[src/rtl/clock_pkg.sv]
// Shared definitions for the clock/stopwatch blocks.
//   sw_state_t : stopwatch control states (encoding shared with the mode FSM)
//   SEC_MAX    : last second value before the minute rolls
//   MIN_W/SEC_W: widths of the minutes/seconds buses
//   is_counting: 1 for the states in which the timebase advances
package clock_pkg;

  typedef enum logic [1:0] {
    IDLE  = 2'b00,
    RUN   = 2'b01,
    LAP   = 2'b11,
    PAUSE = 2'b10
  } sw_state_t;

  localparam int MIN_W = 6;
  localparam int SEC_W = 6;
  localparam logic [SEC_W-1:0] SEC_MAX = 6'd59;

  function automatic logic is_counting(input sw_state_t s);
    return (s == RUN) || (s == LAP);
  endfunction

endpackage

[src/rtl/stop_watch_counter_sec_tick_gen.sv]
// Seconds prescaler for the stopwatch.
// Ports:
//   clk    in  system clock
//   rst    in  asynchronous active-low reset
//   run_en in  1 = advance the prescaler this cycle, 0 = hold its value
//   clr    in  synchronous clear of the prescaler to 0
//   tick   out one-cycle pulse on the cycle the prescaler sits at TICK_DIV-1
//              while running (the count wraps to 0 on the same edge)
module sec_tick_gen #(
  parameter int TICK_DIV = 50_000_000
) (
  input  logic clk,
  input  logic rst,
  input  logic run_en,
  input  logic clr,
  output logic tick
);

  localparam int CNT_W = (TICK_DIV > 2) ? $clog2(TICK_DIV) : 1;
  localparam logic [CNT_W-1:0] TERM = CNT_W'(TICK_DIV - 1);

  logic [CNT_W-1:0] count_r;

  // Prescaler register: clear has priority, otherwise count and wrap while enabled.
  always_ff @(posedge clk or negedge rst) begin
    if (!rst) begin
      count_r <= '0;
    end else if (clr) begin
      count_r <= '0;
    end else if (run_en) begin
      if (count_r == TERM) begin
        count_r <= '0;
      end else begin
        count_r <= count_r + CNT_W'(1);
      end
    end else begin
      count_r <= count_r;
    end
  end

  assign tick = run_en && (count_r == TERM);

endmodule

[src/rtl/stop_watch_counter.sv]
// Stopwatch timebase and MM:SS counter for the mode FSM.
// Ports:
//   clk                 in  system clock
//   rst                 in  asynchronous active-low reset
//   stop_watch_en       in  1 = stopwatch mode shown, buttons honoured
//   start_stop_btn      in  debounced level, rising edge = start/stop
//   lap_clear_btn       in  debounced level, rising edge = lap/clear
//   stop_watch_minutes  out displayed minutes (lap latch in LAP, live otherwise)
//   stop_watch_seconds  out displayed seconds
//   stop_watch_ack_flag out 1 in IDLE or PAUSE (FSM may leave stopwatch mode)
//   running             out 1 in RUN or LAP
//   lap_active          out 1 in LAP (display frozen)
module stop_watch_counter
  import clock_pkg::*;
#(
  parameter int TICK_DIV = 50_000_000,
  parameter int MAX_MIN  = 59
) (
  input  logic             clk,
  input  logic             rst,
  input  logic             stop_watch_en,
  input  logic             start_stop_btn,
  input  logic             lap_clear_btn,
  output logic [MIN_W-1:0] stop_watch_minutes,
  output logic [SEC_W-1:0] stop_watch_seconds,
  output logic             stop_watch_ack_flag,
  output logic             running,
  output logic             lap_active
);

  localparam logic [MIN_W-1:0] MIN_LAST = MIN_W'(MAX_MIN);

  sw_state_t        state_r;
  sw_state_t        state_s;
  logic             ss_q_r;
  logic             lap_q_r;
  logic             ss_edge_s;
  logic             lap_edge_s;
  logic             clr_all_s;
  logic             latch_s;
  logic             presc_clr_s;
  logic             drop_tick_s;
  logic             tick_s;
  logic             count_en_s;
  logic [MIN_W-1:0] min_r;
  logic [SEC_W-1:0] sec_r;
  logic [MIN_W-1:0] lap_min_r;
  logic [SEC_W-1:0] lap_sec_r;

  // Button history registers; reset high so a button held through reset gives no edge.
  always_ff @(posedge clk or negedge rst) begin
    if (!rst) begin
      ss_q_r  <= 1'b1;
      lap_q_r <= 1'b1;
    end else begin
      ss_q_r  <= start_stop_btn;
      lap_q_r <= lap_clear_btn;
    end
  end

  // start/stop beats lap/clear when both rise together.
  assign ss_edge_s  = stop_watch_en && start_stop_btn && !ss_q_r;
  assign lap_edge_s = stop_watch_en && lap_clear_btn && !lap_q_r && !ss_edge_s;

  sec_tick_gen #(
    .TICK_DIV(TICK_DIV)
  ) u_tick (
    .clk   (clk),
    .rst   (rst),
    .run_en(is_counting(state_r)),
    .clr   (presc_clr_s),
    .tick  (tick_s)
  );

  // State register.
  always_ff @(posedge clk or negedge rst) begin
    if (!rst) begin
      state_r <= IDLE;
    end else begin
      state_r <= state_s;
    end
  end

  // Next-state logic and per-transition side effects.
  always_comb begin
    state_s     = state_r;
    clr_all_s   = 1'b0;
    latch_s     = 1'b0;
    presc_clr_s = 1'b0;
    drop_tick_s = 1'b0;
    case (state_r)
      IDLE: begin
        if (ss_edge_s) begin
          state_s     = RUN;
          presc_clr_s = 1'b1;
        end else begin
          state_s = IDLE;
        end
      end
      RUN: begin
        if (ss_edge_s) begin
          state_s     = PAUSE;
          drop_tick_s = 1'b1;
        end else if (lap_edge_s) begin
          state_s = LAP;
          latch_s = 1'b1;
        end else begin
          state_s = RUN;
        end
      end
      LAP: begin
        if (ss_edge_s) begin
          state_s     = PAUSE;
          drop_tick_s = 1'b1;
        end else if (lap_edge_s) begin
          state_s = RUN;
        end else begin
          state_s = LAP;
        end
      end
      PAUSE: begin
        if (ss_edge_s) begin
          state_s = RUN;
        end else if (lap_edge_s) begin
          state_s     = IDLE;
          clr_all_s   = 1'b1;
          presc_clr_s = 1'b1;
        end else begin
          state_s = PAUSE;
        end
      end
      default: begin
        state_s = IDLE;
      end
    endcase
  end

  // A tick coinciding with a stop request is discarded so the paused value is exact.
  assign count_en_s = tick_s && !drop_tick_s;

  // Live MM:SS counter, wraps from MAX_MIN:59 to 00:00 and keeps going.
  always_ff @(posedge clk or negedge rst) begin
    if (!rst) begin
      min_r <= '0;
      sec_r <= '0;
    end else if (clr_all_s) begin
      min_r <= '0;
      sec_r <= '0;
    end else if (count_en_s) begin
      if (sec_r == SEC_MAX) begin
        sec_r <= '0;
        if (min_r == MIN_LAST) begin
          min_r <= '0;
        end else begin
          min_r <= min_r + MIN_W'(1);
        end
      end else begin
        sec_r <= sec_r + SEC_W'(1);
      end
    end else begin
      min_r <= min_r;
      sec_r <= sec_r;
    end
  end

  // Lap latch: captures the pre-tick live count on entry to LAP.
  always_ff @(posedge clk or negedge rst) begin
    if (!rst) begin
      lap_min_r <= '0;
      lap_sec_r <= '0;
    end else if (clr_all_s) begin
      lap_min_r <= '0;
      lap_sec_r <= '0;
    end else if (latch_s) begin
      lap_min_r <= min_r;
      lap_sec_r <= sec_r;
    end else begin
      lap_min_r <= lap_min_r;
      lap_sec_r <= lap_sec_r;
    end
  end

  assign lap_active          = (state_r == LAP);
  assign running             = is_counting(state_r);
  assign stop_watch_ack_flag = (state_r == IDLE) || (state_r == PAUSE);
  assign stop_watch_minutes  = lap_active ? lap_min_r : min_r;
  assign stop_watch_seconds  = lap_active ? lap_sec_r : sec_r;

endmodule

[config.mk]
export PLATFORM = sky130hd
export DESIGN_NAME = stop_watch_counter
export DESIGN_NICKNAME = d
export VERILOG_FILES = /design/src/rtl/clock_pkg.sv /design/src/rtl/stop_watch_counter_sec_tick_gen.sv /design/src/rtl/stop_watch_counter.sv
export SDC_FILE = /design/constraint.sdc
export NUM_CORES = 1
export LEC_CHECK = 0
export ABC_AREA = 1
export BUFFER_PORTS_ARGS = -buffer_cell sky130_fd_sc_hd__buf_4
export CORE_MARGIN = 2
export CORE_UTILIZATION = 63
export CTS_BUF_LIST = sky130_fd_sc_hd__clkbuf_4
export DETAILED_ROUTE_END_ITERATION = 8
export GPL_TIMING_DRIVEN = 0
export PLACE_DENSITY = 0.82
export SYNTH_ARGS = -nofsm -noshare
export SYNTH_HDL_FRONTEND = slang
export SYNTH_SLANG_ARGS = --single-unit
[constraint.sdc]
create_clock -name clk -period 4.85 [get_ports clk]
set_input_delay 0.97 -clock clk [delete_from_list [all_inputs] [get_ports clk]]
set_output_delay 0.97 -clock clk [all_outputs]
set_load 0.01 [all_outputs]
==> flow_summary.ini <==
[status]
status = complete, no violations

[critical_path]
end_kind = output pin
path_class = flip-flop to output pin
timing.critical_path.max_delay_family = buffers and inverters
critPathMaxFanout = 10
path_cells = buf_4, nand2_1, buf_2, inv_1, o21ai_0, buf_4
critical_path.slowest_cell = sky130_fd_sc_hd__dfrtp_1
cpPeakStageDelay_ps = 410
cp_data_arrival_time_ps = 1840
critical_path_most_common_cell = sky130_fd_sc_hd__buf_4
critical_path_required_ps = 3880
crit_buf_inv = 4
timing.critical_path.from_type = flip-flop

[clock_network]
tritoncts_clock_tree = done
root_buffer = sky130_fd_sc_hd__clkbuf_4
cts.hold.buffers_added = 0
numClockSinks = 54
tritoncts_buffers = 5
post-cts-setup-buffer-count = 0
worst_skew_pair.late_latency_ps = 380
h-tree-depth = 2
cts_resized = 0
clock_path_buffers = 2
cts.clk_slew.worst_paths_ps = 150

[pwr]
internal-power_mw = 0.750
switching_power_mw = 0.463
total_power_mw = 1.21
pwr-share-comb_pct = 33.0
ir_drop_mv = 0.295
clock_power_share_pct = 21.0
seq_power_share_pct = 46.0
power.density_nw_per_um2 = 334
power.leakage_nw = 1.72
power_switching_share_pct = 38.2

[die]
chipHeight_um = 76.6
die_area_um2 = 5870
initial_core_utilization_pct = 65.1
ioPinCount = 20
row_count = 26
die_width_um = 76.6
core-area_um2 = 5110

[synthesis]
yosys_register_bits = 54
netlist_top_cells_count = sky130_fd_sc_hd__nand2_1, sky130_fd_sc_hd__nor2_1, sky130_fd_sc_hd__dfrtp_1
mappedNetlistNets = 499
synth.cell_area_um2 = 3320
synthesis.yosys.warnings = 0
ys_async_sr_fraction_pct = 100
netlist-cell-type-count = 31
dominant_cells_by_area_after_synthesis = sky130_fd_sc_hd__dfrtp_1, sky130_fd_sc_hd__nand2_1, sky130_fd_sc_hd__nor2_1, sky130_fd_sc_hd__nand3_1, sky130_fd_sc_hd__inv_1
post-synth-top-area-cell = sky130_fd_sc_hd__dfrtp_1
postSynthAreaPerCell_um2 = 6.77
post-synth-top-count-cell = sky130_fd_sc_hd__nand2_1
synth_top_area_share_pct = 39.1
number_of_cells_produced_by_synthesis = 491
seq_total_area_yosys_pct = 40.7
synth-edff-count = 0
synth_ff_type = sky130_fd_sc_hd__dfrtp_1

[global_route]
grt_start_max_net_pins = 55
grt.total_usage_pct = 29.0
grt_antenna_before_repair = 0
number_of_global_route_vias_before_repair = 3104
grt-ovfl-total = 0
global_route_wire_length_before_repair_um = 13900

[final_layout]
syn_to_layout_area_delta_pct = 9.33
final_layout_net_count = 525
n_antenna_cell = 0
layoutNonFillerInstCount = 588
layout-drive-gt1-share_pct = 9.85
finalCoreUtilization_pct = 71.2

[routing]
vias_per_cell = 5.66
post-route-drc-count = 0
vias = 3328
avgRoutedWirePerCell_um = 13.4
drtAntennaViolNets = 0
detailedRoute.firstPassIterationCount = 5
initialDrtViolationCount = 323
routed_wirelength_um = 7870

[hold_path]
hold_path_class = flip-flop to flip-flop

[sta]
layout_min_cycle_time_ps = 2810
finClkSkew_ps = 11.9
report.final.slew_viol_count = 0
timing_hold_violations_final = 0
clock.fmax_ghz = 0.355
worstMarginPinSlew_ps = 682
post-route-period-util_pct = 58.0
setup_slack_ps = 2040
tns_ps = 0
grt_setup_unrepaired = false
setup_viol = 0
worst_slew_margin_rel_pct = 54.5

[placement]
portBuffers = 19
numPlacedInstances = 580
globalplace.congestion = 0.952
hpwlAfterDp_um = 5680
pre_cts_ws_ps = 2440

[run]
max-cap-violations = 0
## final cells by class
type                    count  area (um2)
inverters                  53         199
clock buffers               5        37.5
multi-input cells         374        1710
plain buffers              10        57.6
clock inverters             3        42.5
flip-flops and latches     54        1350
fillers                   462        1470
well taps                  70        87.6
repair buffers             19         143
## path summary, 6_finish.rpt
path / cells after the start / from / slack (ps) / to
worst max-delay path: 6 / state_r[0]$_DFF_PN0_ / 2040 / stop_watch_seconds[1]
worst min-delay path: 2 / lap_sec_r[1]$_DFFE_PN0P_ / 510 / lap_sec_r[1]$_DFFE_PN0P_
worst max register to register: 9 / ss_q_r$_DFF_PN1_ / 2950 / u_tick.count_r[4]$_DFFE_PN0P_
worst min register to register: 2 / lap_sec_r[1]$_DFFE_PN0P_ / 510 / lap_sec_r[1]$_DFFE_PN0P_
max in group asynchronous: 1 / rst / 3790 / u_tick.count_r[15]$_DFFE_PN0P_
min in group asynchronous: 1 / rst / 600 / u_tick.count_r[25]$_DFFE_PN0P_
## stage by stage
stage | hold WS [ps] | instance area (um2)
finish | 513 | 3630
global route | 540 | 3630
CTS | 519 | 3630
detailed placement | 485 | 3550
global placement | 467 | 3550
floorplan | 452 | 3320
## state kept, by name, summed over array words and instances, names as in the netlist
name / count
lap_min_r: 6
lap_q_r: 1
lap_sec_r: 6
min_r: 6
sec_r: 6
ss_q_r: 1
state_r: 2
u_tick.count_r: 26
## power by group through the flow
stage / Sequential (mW) / Clock [mW] / Combinational [mW]
finish: 0.558 / 0.255 / 0.400
detailed placement: 0.566 / 0 / 0.394
global placement: 0.562 / 0 / 0.381
floorplan: 0.555 / 0 / 0.263
global route: 0.565 / 0.282 / 0.451
CTS: 0.557 / 0.262 / 0.396
## routing by layer
metal	global-route usage [%]	wire length, um
met5	0	0
met3	5.21	557
met4	5.45	87
met1	40.8	3510
met2	47.6	3710
## kinds of logic (layout without fill, tap and decap cells)
logic type | after synthesis | after routing | synth area share (%)
simple gates | 311 | 311 | 40.0
xor+xnor | 8 | 8 | 2.11
fa+ha+maj | 3 | 3 | 1.13
compound gates | 52 | 52 | 8.36
flops | 54 | 54 | 40.7
buf+inv | 63 | 90 | 7.72
## placed cells by master, fill, tap and decap left out, types with 2 or more instances in the layout
cell type | netlist | final
sky130_fd_sc_hd__buf_4 | 2 | 21
sky130_fd_sc_hd__inv_1 | 49 | 49
sky130_fd_sc_hd__o22ai_1 | 10 | 10
sky130_fd_sc_hd__xor2_1 | 8 | 8
sky130_fd_sc_hd__clkbuf_4 | 0 | 5
sky130_fd_sc_hd__clkinv_1 | 1 | 2
sky130_fd_sc_hd__a21oi_1 | 10 | 10
sky130_fd_sc_hd__nor2_1 | 76 | 76
sky130_fd_sc_hd__nand3_2 | 4 | 4
sky130_fd_sc_hd__ha_1 | 3 | 3
sky130_fd_sc_hd__o21ai_0 | 29 | 29
sky130_fd_sc_hd__nand2_2 | 3 | 3
sky130_fd_sc_hd__nand4_1 | 11 | 11
sky130_fd_sc_hd__nor2_2 | 2 | 2
sky130_fd_sc_hd__buf_2 | 4 | 4
sky130_fd_sc_hd__inv_2 | 3 | 3
sky130_fd_sc_hd__clkbuf_1 | 3 | 3
sky130_fd_sc_hd__dfrtp_1 | 52 | 52
sky130_fd_sc_hd__nor3_1 | 2 | 2
sky130_fd_sc_hd__nand3_1 | 42 | 42
sky130_fd_sc_hd__nand2_1 | 164 | 164
sky130_fd_sc_hd__nand3b_1 | 2 | 2
sky130_fd_sc_hd__dfstp_2 | 2 | 2
## tightest hold or removal path: stages, from the launching register on
cell and delay, ps:
sky130_fd_sc_hd__dfrtp_1 380, sky130_fd_sc_hd__nand2_1 50, sky130_fd_sc_hd__o31ai_1 60
No activity file was read; power rests on OpenSTA's default activity.
